`src/rtl/tlu_trigger_sequencer.sv`:
```
// rtl/tlu_trigger_sequencer.sv - TLU trigger sequencer: timestamp, readout start/timeout, event header stream
module tlu_trigger_sequencer #(
  parameter int TIMEOUT_CYCLES = 4096
) (
  input  logic        CLK,
  input  logic        RST_SYS,
  input  logic        ENABLE,
  input  logic        TRIG_VALID,
  input  logic        TRIG_CNT_VALID,
  input  logic [15:0] TRIG_CNT,
  output logic        RO_START,
  input  logic        RO_DONE,
  output logic        DAQ_BUSY,
  output logic [63:0] HDR_DATA,
  output logic        HDR_VALID,
  input  logic        HDR_READY,
  output logic [31:0] EVT_COUNT,
  output logic [15:0] ERR_COUNT
);

  typedef enum logic [2:0] {S_IDLE, S_WAIT_CNT, S_START, S_READOUT, S_EMIT} state_t;

  localparam logic [15:0] TO_LAST = 16'(TIMEOUT_CYCLES - 1);

  state_t      r_state;
  state_t      w_next;
  logic [31:0] r_ts;
  logic [31:0] r_ts_lat;
  logic [15:0] r_num_lat;
  logic [15:0] r_last_num;
  logic [15:0] r_to_cnt;
  logic        r_first;
  logic        r_enable;
  logic        r_ro_start;
  logic        r_hdr_valid;
  logic [63:0] r_hdr_data;
  logic [31:0] r_evt_count;
  logic [15:0] r_err_count;
  logic        w_timeout_hit;
  logic        w_accept;
  logic        w_mismatch;

  assign w_timeout_hit = (r_to_cnt == TO_LAST);
  assign w_accept      = r_hdr_valid && HDR_READY;
  assign w_mismatch    = !r_first && (r_num_lat != r_last_num + 16'd1);

  always_ff @(posedge CLK or posedge RST_SYS) begin
    if (RST_SYS) r_state <= S_IDLE;
    else         r_state <= w_next;
  end

  always_comb begin
    w_next = r_state;
    case (r_state)
      S_IDLE:     if (ENABLE && TRIG_VALID) w_next = S_WAIT_CNT;
      S_WAIT_CNT: begin
        if (TRIG_CNT_VALID)   w_next = S_START;
        else if (!TRIG_VALID) w_next = S_IDLE;
      end
      S_START:    w_next = S_READOUT;
      S_READOUT:  if (RO_DONE || w_timeout_hit) w_next = S_EMIT;
      S_EMIT:     if (w_accept) w_next = S_IDLE;
      default:    w_next = S_IDLE;
    endcase
  end

  always_ff @(posedge CLK or posedge RST_SYS) begin
    if (RST_SYS) begin
      r_ts        <= '0;
      r_ts_lat    <= '0;
      r_num_lat   <= '0;
      r_last_num  <= '0;
      r_to_cnt    <= '0;
      r_first     <= 1'b1;
      r_enable    <= 1'b0;
      r_ro_start  <= 1'b0;
      r_hdr_valid <= 1'b0;
      r_hdr_data  <= '0;
      r_evt_count <= '0;
      r_err_count <= '0;
    end else begin
      r_ts       <= r_ts + 32'd1;
      r_enable   <= ENABLE;
      r_ro_start <= (r_state == S_START);

      if (r_state == S_IDLE && w_next == S_WAIT_CNT) r_ts_lat <= r_ts;
      if (r_state == S_WAIT_CNT && TRIG_CNT_VALID)   r_num_lat <= TRIG_CNT;

      if (r_state == S_START)        r_to_cnt <= '0;
      else if (r_state == S_READOUT) r_to_cnt <= r_to_cnt + 16'd1;

      // Leaving READOUT without RO_DONE can only mean the timeout expired.
      if (r_state == S_READOUT && w_next == S_EMIT) begin
        r_hdr_valid <= 1'b1;
        r_hdr_data  <= {r_num_lat, r_ts_lat, 13'd0, r_first, !RO_DONE, w_mismatch};
      end else if (w_accept) begin
        r_hdr_valid <= 1'b0;
      end

      if (w_accept) begin
        r_evt_count <= r_evt_count + 32'd1;
        r_last_num  <= r_hdr_data[63:48];
        if ((r_hdr_data[1] || r_hdr_data[0]) && r_err_count != 16'hFFFF)
          r_err_count <= r_err_count + 16'd1;
      end

      if (ENABLE && !r_enable) r_first <= 1'b1;
      else if (w_accept)       r_first <= 1'b0;
    end
  end

  assign RO_START  = r_ro_start;
  assign HDR_VALID = r_hdr_valid;
  assign HDR_DATA  = r_hdr_data;
  assign EVT_COUNT = r_evt_count;
  assign ERR_COUNT = r_err_count;
  assign DAQ_BUSY  = !r_enable || (r_state != S_IDLE);

endmodule

```
`config.mk`:
```
export PLATFORM = sky130hd
export DESIGN_NAME = tlu_trigger_sequencer
export DESIGN_NICKNAME = d
export VERILOG_FILES = /design/src/rtl/tlu_trigger_sequencer.sv
export SDC_FILE = /design/constraint.sdc
export NUM_CORES = 1
export LEC_CHECK = 0
export CAP_MARGIN = 20
export CORE_ASPECT_RATIO = 0.7
export CORE_MARGIN = 5
export CORE_UTILIZATION = 45
export DETAILED_ROUTE_END_ITERATION = 16
export GPL_TIMING_DRIVEN = 0
export HOLD_SLACK_MARGIN = 0.06
export PLACE_DENSITY = 0.71
export SLEW_MARGIN = 0
export SYNTH_ARGS = -nofsm -noshare
export SYNTH_HDL_FRONTEND = slang
export SYNTH_SLANG_ARGS = --single-unit
```
`constraint.sdc`:
```
create_clock -name CLK -period 8.9 [get_ports CLK]
set_clock_uncertainty 0.05 [all_clocks]
set_input_delay 2.67 -clock CLK [delete_from_list [all_inputs] [get_ports CLK]]
set_output_delay 2.67 -clock CLK [all_outputs]
set_load 0.01 [all_outputs]
```
After elaboration in Yosys (flattened, before gate mapping)
Cells that the tools add are included.
- register bits: 218
- input port bits: 23
- word-level logic and storage cells: 58
- add/subtract/negate cells: 5
- equal/unequal tests: 9
- muxes and demuxes: 11
- reduce and logical (&&, ||, !) cells: 20
- operator list (cell ; number):
    $add A32 B1 Y32 const B ; 2
    $add A16 B1 Y16 const B ; 3
    $mux W16 ; 2
    $eq A16 B12 Y1 const B ; 1
    $ne A16 B16 Y1 ; 1
    $ne A16 B16 Y1 const B ; 1
    $mux W3 ; 5
    $pmux W3 S5 ; 1
    $logic_and A1 B1 Y1 ; 8
    $eq A3 B1 Y1 const B ; 2
    $eq A3 B2 Y1 const B ; 2
    $eq A3 B3 Y1 const B ; 2
    $reduce_bool A2 Y1 ; 3
    $logic_not A1 Y1 ; 3
    $logic_not A3 Y1 ; 1
    $logic_or A1 B1 Y1 ; 3
    $mux W1 ; 3
    $reduce_bool A3 Y1 ; 1
    $reduce_and A2 Y1 ; 1

Logic depth before layout (Yosys ltp)
- depth in word-level cells: 7
- mapped depth: 8

Worst setup path before layout
OpenSTA, ideal clock, no wires.
- kind: input-to-reg
- start: in HDR_READY
- end: reg r_evt_count[25] (netlist: EVT_COUNT[25])
- setup time: 125 ps
- arrival time: 3846 ps
- required time: 8725 ps
- path slack: 4879 ps
- stages on the path: 7
- path buffers: 1
- cell sequence: nand2_1 > or3_1 > buf_6 > nor3_4 > and2_4 > nand4_1 > xnor2_1
- longest elaborated chain between the ends: 1
- ends and longest elaborated chain (element ; line ; text):
    start, declared ; 16 ; input logic HDR_READY,
    $logic_and A1 B1 Y1 ; 44 ; assign w_accept = r_hdr_valid && HDR_READY;
    end signal, assigned ; 101 ; r_evt_count <= r_evt_count + 32'd1;
    end, declared ; 37 ; logic [31:0] r_evt_count;
Every way passes these cells.
A chain may end at the register's enable or synchronous reset.

Worst setup path after layout
- start: reg r_state[0]
- end: out DAQ_BUSY
- longest elaborated chain between the ends: 2
- ends and longest elaborated chain (element ; line ; text):
    start, declared ; 25 ; state_t r_state;
    start signal, assigned ; 49 ; else r_state <= w_next;
    $reduce_bool A3 Y1 ; 117 ; assign DAQ_BUSY = !r_enable || (r_state != S_IDLE);
    $logic_or A1 B1 Y1 ; 117 ;
    end, declared ; 13 ; output logic DAQ_BUSY,
Every way passes these cells.

==> results_dict.tcl <==
set metrics [dict create \
    layout.nets 972 \
    crit_buf_inv 2 \
    rows 44 \
    hold_viol_final 0 \
    drv_cap 0 \
    die_w_um 183.6 \
    slowest_stage "clkdlybuf4s50_1" \
    synthToLayoutAreaGrowth_pct 25.69 \
    viasPerCell 5.083 \
    post-place-ws_ns 3.994 \
    grt_pass1_wl_mm 32.85 \
    synth_seq_cells 218 \
    min_period_ns 4.747 \
    critPathMaxFanout 10 \
    relSlewSlack_pct 51.29 \
    numPortBuffers 124 \
    wl_per_cell_um 15.58 \
    clockPowerShare_pct 32.4 \
    layout_commonest_cell "dfrtp_1" \
    synth_cell_types 65 \
    worstPathArrival_ns 2.03 \
    tightest_slew_ns 0.7307 \
    worstPathCellList "clkbuf_1 > nand3b_1 > clkdlybuf4s50_1" \
    avgSynthCellArea_um2 12.14 \
    crit_type "flip-flop to primary output" \
    core_um2 20750 \
    p_int_mw 2.120 \
    ant_nets 0 \
    finalSetupViolCount 0 \
    antenna_found_initial 0 \
    cts_hold_buf 0 \
    path_depth 3 \
    seq_area_frac_synth_pct 57.48 \
    drt_first_pass_iters 4 \
    cts_made_buffers 23 \
    slew_viol_final 0 \
    dpl.hpwl_mm 13.46 \
    route.vias.total 6282 \
    drt-initial-drc-count 244 \
    cts_tree "built" \
    cts.sink_count 218 \
    setup_slack_ns 4.153 \
    dpl_cell_area_um2 11160 \
    die_h_um 131.5 \
    clock.fmax_ghz 0.2107 \
    sw_frac_of_total_pct 29.47 \
    max_stage_delay_ns 0.56 \
    r2r_cells 6 \
    cts_setup_buffers 0 \
    drc_errors 0 \
    grt_overflow_total 0 \
    gp_congestion 0.8118 \
    drt-total-wl_mm 19.25 \
    htree_num_levels 1 \
    grt_max_degree 112 \
    async_reset_ff_share_pct 100.0 \
    start_util_pct 45.74 \
    p_leak_nw 5.388 \
    clock_latency_ns 0.50 \
    ys_warn_count 0 \
    status "completed" \
    final_util_pct 57.49 \
    worstSetupStartpoint "r_state[0]" \
    combPwrFrac_pct 23.1 \
    die_area_um2 24150 \
    p_per_area_nw_per_um2 251.9 \
    endpoint_kind "primary output" \
    switchingPower_mw 0.8856 \
    regToRegStartpoint "r_to_cnt[0]" \
    mostFrequentLayoutCells "217 x dfrtp_1, 124 x clkdlybuf4s50_1, 97 x nand2_1" \
    top_level_ports 138 \
    seq_power_share_pct 44.5 \
    grtUsageTotal_pct 16.08 \
    synth-edff-count 0 \
    diodes 0 \
    postLayoutCellArea_um2 11930 \
    start_kind "flip-flop" \
    ff2ff_setup_slack_ns 6.57 \
    fill_cells 1758 \
    drive_gt1_share_pct 12.19 \
    timing.final.crit_share_pct 53.34 \
    syn_area_um2 9493 \
    critPathTopFamily "buffers and inverters" \
    synth-main-ff-cell "dfrtp_1" \
    rsz0062_at_grt "false" \
    clockRootBuffer "clkbuf_16" \
    required_ns 6.18 \
    path_clk_slew_ns 0.06 \
    cp-endpoint "DAQ_BUSY" \
    peakVddDrop_v 0.0001438 \
    worstReg2RegEnd "HDR_DATA[50]" \
    design_power_total_mw 3.005 \
    ctsResizeCount 0 \
    synth_cells 782 \
    clockBufferDepth 3 \
    grt_pass1_vias 6252 \
    hp-class "flip-flop to flip-flop" \
]
==> synthesized netlist by cell type (all sizes together) (3+ instances only) <==
master    n  area (um2)
nand2b    6       37.54
and2      3       21.28
buf      25       166.4
nand2    98       370.4
and4     12       107.6
or3       5       31.28
nand3    29       157.7
nand3b    3       22.52
or2       5       31.28
mux2i     4       40.04
nand4    30       193.9
nor4      4       37.53
xnor2    79       691.9
inv      16       60.06
nor3     10       81.33
clkbuf    9       33.78
o31ai     4       35.03
mux2     97        1092
and3     10       62.56
a31oi     4       25.02
a21oi     6       30.03
dfrtp   217        5430
o22ai     3       18.77
ha        5       62.56
xor2     22       192.7
o21ai    15       75.07
nor2     36       145.1
==> worst min path at each step <==
stage                     startpoint       to  slack (ns)  depth (start not counted)
after floorplan             r_enable  r_first        0.35                          1
after global placement      r_enable  r_first        0.37                          1
after detailed placement    r_enable  r_first        0.38                          1
after CTS                   r_enable  r_first        0.39                          1
after global routing        r_enable  r_first        0.41                          1
final                       r_enable  r_first        0.39                          1
==> layer usage <==
layer | vias to the layer above | part of all wire (%) | track usage (%)
met1 | 3106 | 49 | 24.37
li1 | 3017 | - | -
met2 | 119 | 43 | 23.50
met5 | - | 0 | 0
met3 | 40 | 4.6 | 3.011
met4 | 0 | 3.1 | 4.880
==> through the flow <==
stage                     TNS (ns)  std cells  hold WS [ns]
after floorplan                  0        794        0.3483
after global placement     -564.08       1194        0.3729
after detailed placement         0       1195        0.3770
after CTS                        0       1236        0.3930
after global routing             0       1236        0.4057
final                            0       1236        0.3947
==> registers in the layout, summed over array words and instances (netlist names), 3 cells and up <==
register,flops
r_num_lat,16
r_state,3
r_last_num,16
HDR_DATA,51
ERR_COUNT,16
EVT_COUNT,32
r_to_cnt,16
r_ts,32
r_ts_lat,32
==> power by group through the flow <==
stage | logic [mW] | clock network, mW | registers [mW]
floorplan | 0.414 | 0 | 1.34
global placement | 0.687 | 0 | 1.35
detailed placement | 0.707 | 0 | 1.35
CTS | 0.710 | 1.00 | 1.34
global route | 0.774 | 1.04 | 1.37
finish | 0.696 | 0.974 | 1.34
==> area by class of cell <==
type / count / area, um2 / area share [%]
sequential: 218 / 5456 / 45.73
tap: 276 / 345.3 / 2.894
clock buffer: 36 / 684.4 / 5.736
timing repair buffer: 125 / 1269 / 10.63
inverter: 16 / 67.56 / 0.5663
multi-input combinational: 526 / 3821 / 32.03
buffer: 34 / 200.2 / 1.678
clock inverter: 5 / 87.58 / 0.7341
==> cell families (layout without fill, tap and decap cells) <==
group	Yosys count	after routing	share of synthesized area (%)
and+or+nand+nor	260	260	14.56
adders and majority gates	5	5	0.6590
DFF	218	218	57.48
muxes	101	101	11.93
AOI/OAI and AO/OA	46	46	3.269
buffers and inverters	50	216	2.742
xor gates and xnor gates	101	101	9.318
other	1	13	0.03950
==> worst reg2reg max path, delay by kind of cell (launching register included) <==
family,cells,cell delay [ns]
flops,1,0.42
buf+inv,1,0.37
simple gates,2,0.61
compound gates,1,0.17
fa+ha+maj,1,0.23
mux,1,0.36
Note: power is estimated with default switching activity, not from simulation.
